File: config.mk
export PLATFORM = sky130hd
export DESIGN_NAME = pte_cache_fill_unit
export DESIGN_NICKNAME = d
export VERILOG_FILES = /design/src/rtl/pte_cache_pkg.sv /design/src/rtl/pte_cache_first_free.sv /design/src/rtl/pte_cache_fill_unit.sv
export SDC_FILE = /design/constraint.sdc
export NUM_CORES = 1
export LEC_CHECK = 0
export CAP_MARGIN = 20
export CORE_ASPECT_RATIO = 0.5
export CORE_UTILIZATION = 35
export DETAILED_ROUTE_END_ITERATION = 7
export GPL_TIMING_DRIVEN = 0
export PLACE_DENSITY = 0.61
export SLEW_MARGIN = 25
export SYNTH_ARGS = -nofsm -noshare
export SYNTH_HDL_FRONTEND = slang
export SYNTH_SLANG_ARGS = --single-unit
File: constraint.sdc
create_clock -name clk -period 4.2 [get_ports clk]
set_input_delay 0.84 -clock clk [delete_from_list [all_inputs] [get_ports clk]]
set_output_delay 0.84 -clock clk [all_outputs]
set_load 0.05 [all_outputs]
File: src/rtl/pte_cache_pkg.sv
// Shared types and sizes for the page-walker PTE cache.
package pte_cache_pkg;

  localparam int ENTRIES   = 8;
  localparam int TAG_W     = 27;
  localparam int PPN_W     = 20;
  localparam int PTE_PPN_W = 38;

  typedef logic [2:0] entry_idx_t;

  typedef struct packed {
    logic             valid;
    logic [TAG_W-1:0] tag;
    logic [PPN_W-1:0] ppn;
  } entry_t;

endpackage

File: src/rtl/pte_cache_first_free.sv
// Priority encoder: lowest invalid entry index plus an any-free flag.
module pte_cache_first_free
  import pte_cache_pkg::*;
(
  input  logic [ENTRIES-1:0] valid,
  output entry_idx_t         first_free,
  output logic               any_free
);

  // NOTE: every output gets a default before the loop so no path leaves it unassigned (no latch).
  always_comb begin
    first_free = '0;
    any_free   = 1'b0;
    // Scan downwards so the lowest invalid index is the last one written.
    for (int i = ENTRIES - 1; i >= 0; i--) begin
      if (!valid[i]) begin
        first_free = entry_idx_t'(i);
        any_free   = 1'b1;
      end
    end
  end

endmodule

File: src/rtl/pte_cache_fill_unit.sv
// Write side of the 8-entry fully associative PTE cache: storage, victim
// selection, refill handshake and the hit vector for the search unit.
module pte_cache_fill_unit
  import pte_cache_pkg::*;
#(
  parameter int ENTRIES = pte_cache_pkg::ENTRIES,
  parameter int TAG_W   = pte_cache_pkg::TAG_W,
  parameter int PPN_W   = pte_cache_pkg::PPN_W
) (
  input  logic                 clk,
  input  logic                 rst,
  input  logic [TAG_W-1:0]     lookup_tag,
  input  logic                 flush,
  input  logic                 fill_valid,
  output logic                 fill_ready,
  input  logic [TAG_W-1:0]     fill_tag,
  input  logic [PTE_PPN_W-1:0] pte_ppn,
  output logic [ENTRIES-1:0]   hit_bit,
  output entry_idx_t           replace_entry,
  output logic [PPN_W-1:0]     ppn_0,
  output logic [PPN_W-1:0]     ppn_1,
  output logic [PPN_W-1:0]     ppn_2,
  output logic [PPN_W-1:0]     ppn_3,
  output logic [PPN_W-1:0]     ppn_4,
  output logic [PPN_W-1:0]     ppn_5,
  output logic [PPN_W-1:0]     ppn_6,
  output logic [PPN_W-1:0]     ppn_7
);

  entry_t             entries [ENTRIES];
  entry_idx_t         rr_ptr;

  logic [ENTRIES-1:0] valid_vec;
  logic [ENTRIES-1:0] dup_vec;
  logic [ENTRIES-1:0] match_vec;
  entry_idx_t         first_free;
  logic               any_free;
  entry_idx_t         dup_idx;
  logic               dup_found;
  logic               victim_from_rr;
  logic               fill_fire;
  logic               unused_pte_hi;

  assign unused_pte_hi = ^pte_ppn[PTE_PPN_W-1:PPN_W];

  always_comb begin
    for (int i = 0; i < ENTRIES; i++) begin
      valid_vec[i] = entries[i].valid;
      dup_vec[i]   = entries[i].valid && (entries[i].tag == fill_tag);
      match_vec[i] = entries[i].valid && (entries[i].tag == lookup_tag);
    end
  end

  pte_cache_first_free u_first_free (
    .valid      (valid_vec),
    .first_free (first_free),
    .any_free   (any_free)
  );

  // Overwriting a matching tag keeps the cache free of duplicates, which is
  // what guarantees hit_bit stays at most one-hot.
  always_comb begin
    dup_idx   = '0;
    dup_found = 1'b0;
    for (int i = ENTRIES - 1; i >= 0; i--) begin
      if (dup_vec[i]) begin
        dup_idx   = entry_idx_t'(i);
        dup_found = 1'b1;
      end
    end

    victim_from_rr = 1'b0;
    if (dup_found) begin
      replace_entry = dup_idx;
    end else if (any_free) begin
      replace_entry = first_free;
    end else begin
      replace_entry  = rr_ptr;
      victim_from_rr = 1'b1;
    end
  end

  assign fill_ready = !flush && !rst;
  assign fill_fire  = fill_valid && fill_ready;

  // Bypass lets the search unit hand back pte_ppn before the write lands.
  always_comb begin
    hit_bit = match_vec;
    if (fill_fire && (fill_tag == lookup_tag)) begin
      hit_bit[replace_entry] = 1'b1;
    end
  end

  // NOTE: sequential state uses non-blocking assignments so every register samples pre-edge values.
  always_ff @(posedge clk) begin
    if (rst) begin
      // NOTE: the tag/PPN storage is reset too, because ppn_N must read zero out of reset.
      for (int i = 0; i < ENTRIES; i++) begin
        entries[i] <= '0;
      end
      rr_ptr <= '0;
    end else if (flush) begin
      for (int i = 0; i < ENTRIES; i++) begin
        entries[i].valid <= 1'b0;
      end
      rr_ptr <= '0;
    end else if (fill_fire) begin
      entries[replace_entry] <= '{valid: 1'b1, tag: fill_tag, ppn: pte_ppn[PPN_W-1:0]};
      if (victim_from_rr) begin
        rr_ptr <= rr_ptr + entry_idx_t'(1);
      end
    end
  end

  assign ppn_0 = entries[0].ppn;
  assign ppn_1 = entries[1].ppn;
  assign ppn_2 = entries[2].ppn;
  assign ppn_3 = entries[3].ppn;
  assign ppn_4 = entries[4].ppn;
  assign ppn_5 = entries[5].ppn;
  assign ppn_6 = entries[6].ppn;
  assign ppn_7 = entries[7].ppn;

endmodule
Yosys cells after proc, flatten, opt, wreduce, memory -nomap -nowiden:

Memory sizes are Yosys's and may differ from the RTL's.
Cells that the tools add are included.

* bits of input ports: 96
* bits in writable memories: 384
* bits in registers: 3
* memories: 1
* logic and storage cells: 115

* order comparisons: 2
* reduce and logical (&&, ||, !) cells: 25
* $add $sub $neg: 1
* bitwise gates (word level): 9
* equal/unequal tests: 17
* multiplexer cells: 59

Memories
* entries: depth 8, width 48, read ports 8, clocked after memory_dff 0, write ports 8, RTL line pte_cache_fill_unit.sv:30 `entry_t entries [ENTRIES];`

Operator list (number)
* equality test 27 bit: 17
* two-way mux 3 bit: 19
* two-way mux 48 bit: 1
* OR reduction 48 bit: 1
* two-way mux 1 bit: 36
* logical AND 1 bit: 20
* two-way mux 8 bit: 1
* OR 1 bit: 8
* OR 8 bit: 1
* < comparator 3 x 4 -> 1 bit, second input constant: 1
* adder 3 x 1 -> 3 bit, second input constant: 1
* demux 1 bit (select 3 bit): 1
* greater-or-equal comparator 3 x 1 -> 1 bit, second input constant: 1
* zero test 1 bit: 2
* two-way mux 2 bit: 1
* AND reduction 2 bit: 1
* OR reduction 2 bit: 1

Depth between registers and ports, before layout:

An unclocked memory read counts as a cell.

* depth after elaboration: 18
* gate-level depth with buffers: 13
* mapped depth without buffers: 9

Modules after synthesis:

A second synthesis with hierarchy kept.

* cell total of the unflattened synthesis: 1899
* area total of the unflattened synthesis: 22326.4 sq um

By module, submodules not included
* pte_cache_fill_unit: area an instance 22248.8 sq um, instances 1, cells an instance 1885, sequential area each 11511.0 sq um
* pte_cache_first_free: area an instance 77.6 sq um, instances 1, cells an instance 14, sequential area each 0.0 sq um

Worst setup path before layout:

No wires, ideal clock.

* kind: input to output
* from: in fill_tag[25]
* to: out hit_bit[0]
* setup slack: -250 ps
* required time: 3360 ps
* stages: 9
* arrival: 3610 ps
* path buffers: 1
* cells stage by stage: buf_2 > xor2_1 > nor4_1 > nand3_1 > nor4_2 > nor4_1 > a21oi_1 > nor2_1 > a32o_1

* word-level cells in the longest chain between the ends: 17
* elaborated cells between the ends (all ways): 42

Ends and longest elaborated chain
* start: declaration: RTL line pte_cache_fill_unit.sv:16 `input logic [TAG_W-1:0] fill_tag,`
* equality test 27 bit: RTL line pte_cache_fill_unit.sv:49 `dup_vec[i] = entries[i].valid && (entries[i].tag == fill_tag);`
* logical AND 1 bit: RTL line pte_cache_fill_unit.sv:49
* two-way mux 3 bit / two-way mux 1 bit (equally long branches) (8 in a row): RTL line pte_cache_fill_unit.sv:66 `if (dup_vec[i]) begin`
* two-way mux 3 bit *: RTL line pte_cache_fill_unit.sv:73 `if (dup_found) begin`
* named net replace_entry[2]: RTL line pte_cache_fill_unit.sv:19 `output entry_idx_t replace_entry,`
* < comparator 3 x 4 -> 1 bit (not written as such) / greater-or-equal comparator 3 x 1 -> 1 bit (equally long branches): RTL line pte_cache_fill_unit.sv:90 `hit_bit[replace_entry] = 1'b1;`
* logical AND 1 bit (not written as such): RTL line pte_cache_fill_unit.sv:90
* two-way mux 1 bit (not written as such): RTL line pte_cache_fill_unit.sv:90
* demux 1 bit (select 3 bit) *: RTL line pte_cache_fill_unit.sv:90
* OR 8 bit (no line) *
* two-way mux 8 bit *: RTL line pte_cache_fill_unit.sv:89 `if (fill_fire && (fill_tag == lookup_tag)) begin`
* end: declaration: RTL line pte_cache_fill_unit.sv:18 `output logic [ENTRIES-1:0] hit_bit,`

Mark *: on every way through the listed nets, which the timed path passes. The rest lies on a longest branch.

Final worst setup path:

* from: in fill_tag[4]
* to: out hit_bit[4]

* word-level cells in the longest chain between the ends: 17
* elaborated cells between the ends (all ways): 42

Ends and longest elaborated chain (RTL line)
* equality test 27 bit: pte_cache_fill_unit.sv:49
* logical AND 1 bit: pte_cache_fill_unit.sv:49
* two-way mux 3 bit / two-way mux 1 bit (equally long branches) (8 in a row): pte_cache_fill_unit.sv:66
* two-way mux 3 bit: pte_cache_fill_unit.sv:73
* < comparator 3 x 4 -> 1 bit (not written as such) / greater-or-equal comparator 3 x 1 -> 1 bit (equally long branches): pte_cache_fill_unit.sv:90
* logical AND 1 bit (not written as such): pte_cache_fill_unit.sv:90
* two-way mux 1 bit (not written as such): pte_cache_fill_unit.sv:90
* demux 1 bit (select 3 bit): pte_cache_fill_unit.sv:90
* OR 8 bit (no line)
* two-way mux 8 bit *: pte_cache_fill_unit.sv:89

Mark *: on every way between the ends. The rest lies on a longest branch, timed or not.

==> impl_metrics.ini <==
[floorplan]
die_w_um = 353
dieArea_sq_um = 62500
initial_core_util = 0.358
die_h_um = 177
core_sq_um = 60000
io_pins = 268
rows = 63

[detailed_routing]
drtPass1Iterations = 5
antenna_left = 0
via_per_inst = 5.25
drc = 0
wl_per_cell_um = 28.8
drtIter0Drc = 1949
vias = 15200
routed_wl_mm = 83.3

[pwr]
cellPowerDensity_nw_per_um2 = 353
peakVddDrop_v = 0.000225
total_leakage_power_nw = 9.63

[synthesis]
ys_seq_area_frac = 0.535
ys.flop_type = edfxtp_1
ys_seq_elements = 387
synth-async-reset-ratio = 0
avgSynthCellArea_sq_um = 12.1
yosys_warnings = 0
ys_types = 47
syn_inst = 1773
synth_nets = 1870
synth_edf_count = 376
netlist_area_sq_um = 21500

[grt]
grt_pass1_vias = 14500
grt_overflow = 0
grt_usage = 0.257
grt_antenna_before_repair = 2
grt_pass1_wl_mm = 111
grt_max_degree = 25

[placement]
io_buffers = 195
place_area_sq_um = 24500
dp_hpwl_mm = 55.7
pre_cts_slack_ns = -1.85
place_congestion = 0.986

[final_layout]
drive_gt1_frac = 0.202
design_area_sq_um = 26700
syn_to_final_growth_pct = 24.0
final_common_cell = and2_1
final_cell_mix = and2_1 (377), edfxtp_1 (376), xnor2_1 (357)
num-fill-cells = 5494
nets = 2149

[sta]
period_share = 1.06
rsz0062_at_grt = yes
fin_ws_ns = -0.252
whs_ns = 0.554
fmax_mhz = 225
slew_violations = 26
finalCriticalPeriod_ns = 4.45
worst_pin_slew_ns = 1.71
finalSetupViolCount = 142
skew_ns = 0.0165
hold_violations = 0
finalSetupTns_ns = -10.21
relSlewSlack = -0.142

[clock_network]
insertion_delay_ns = 0.56
cts_tree = built
cts_buffers = 41
cts-root-buf = clkbuf_16
cts_max_level = 2
cts_buffer_depth = 3
clk_pin_slew_ns = 0.06
clkSinkCount = 387
hold_buffers = 0

[critical_path]
start_kind = input pin
worstPathRequired_ns = 3.36
worstPathMaxFanout = 8
cp-end-kind = output port
crit_type = in2out
crit_arrival_ns = 3.61

[run]
cap_violations = 1

[status]
violations = capacitance limit, slew limit, setup timing
status = complete, but fails checks

[min_path]
hold_class = reg2reg
[sequential cells by signal, indices dropped and copies added, names as in the netlist]
register and flops:
entries 384, rr_ptr 3
[area by class of cell]
class | instances | area [sq um] | share of cell area
inverters | 8 | 42.5 | 0.00160
multi-input cells | 1113 | 8680 | 0.325
flip-flops and latches | 387 | 11500 | 0.432
diodes | 3 | 7.51 | 0.000282
repair buffers | 217 | 2180 | 0.0818
clock buffers | 53 | 1080 | 0.0405
plain buffers | 283 | 2030 | 0.0760
clock inverters | 19 | 115 | 0.00432
well taps | 812 | 1020 | 0.0381
repair inverters | 1 | 6.26 | 0.000235
[cells in the mapped netlist, types with 3 or more instances]
master / n / area [sq um]
a21o_1: 8 / 60.1
a32o_1: 8 / 80.1
buf_4: 165 / 1240
nor4_4: 5 / 106
a211oi_1: 3 / 22.5
a211oi_2: 3 / 37.5
o21ai_0: 5 / 25.0
xnor2_1: 371 / 3250
edfxtp_1: 376 / 11300
clkbuf_1: 71 / 267
nor3_1: 14 / 70.1
buf_6: 10 / 113
clkbuf_2: 7 / 35.0
inv_1: 7 / 26.3
nand4_1: 110 / 688
nand3_1: 4 / 20.0
buf_2: 28 / 140
and4_1: 3 / 26.3
and2_1: 377 / 2360
xor2_1: 89 / 780
nor2_1: 11 / 41.3
or4_1: 4 / 30.0
dfxtp_1: 11 / 220
nand2_1: 9 / 33.8
or2_2: 8 / 50.1
nor4_1: 42 / 263
[layer usage]
metal,global-route usage,part of all wire
met5,0,0
met4,0.124,0.053
met3,0.0457,0.094
met2,0.430,0.47
met1,0.322,0.38
[power breakdown]
part	leakage [nW]	internal, W	switching (W)	total, W
Sequential	3.98	0.00437	0.0000986	0.00447
Combinational	5.06	0.000530	0.000944	0.00147
Clock	0.588	0.00188	0.00159	0.00346
[metrics by stage]
| stage | power [W] | cells | utilization |
|---|---|---|---|
| after floorplan | 0.00539 | 1773 | - |
| after global placement | 0.00591 | 2780 | 0.408 |
| after detailed placement | 0.00592 | 2781 | 0.409 |
| after CTS | 0.00936 | 2879 | 0.441 |
| after global routing | 0.00958 | 2893 | 0.444 |
| final | 0.00940 | 2896 | 0.445 |
[critical path: stages]
cell and delay, ns:
buf_6 0.15, xor2_1 0.19, nor4_1 0.36, nand3_1 0.18, nor4_4 0.61, a311o_1 0.32
a41oi_4 0.14, buf_12 0.17, buf_8 0.14, a32o_2 0.32, buf_8 0.16
[final timing paths]
check        slack [ns]              to  cells past startpoint      startpoint
max               -0.25      hit_bit[4]                     11     fill_tag[4]
min reg2reg        0.55       rr_ptr[2]                      2       rr_ptr[2]
max reg2reg       -0.17  entries[7][27]                     11  entries[6][24]
min                0.55       rr_ptr[2]                      2       rr_ptr[2]
[cells by family after synthesis]
family                   after synthesis  synth area share
buffers and inverters                291            0.0854
AO/OA/AOI/OAI                         39            0.0164
XOR/XNOR                             460             0.187
AND/OR/NAND/NOR                      594             0.174
multiplexers                           1          0.000466
adder cells (fa/ha/maj)                1          0.000582
flip-flops                           387             0.535
[repair_timing]
| item | CTS | global route |
|---|---|---|
| setup endpoints to repair | 733 | 331 |
| gates resized for setup | 202 | 32 |
| pin swaps | 24 | 19 |
| setup buffers | 16 | 5 |
| gates cloned | 10 | 9 |
(Power assumes the default switching activity.)
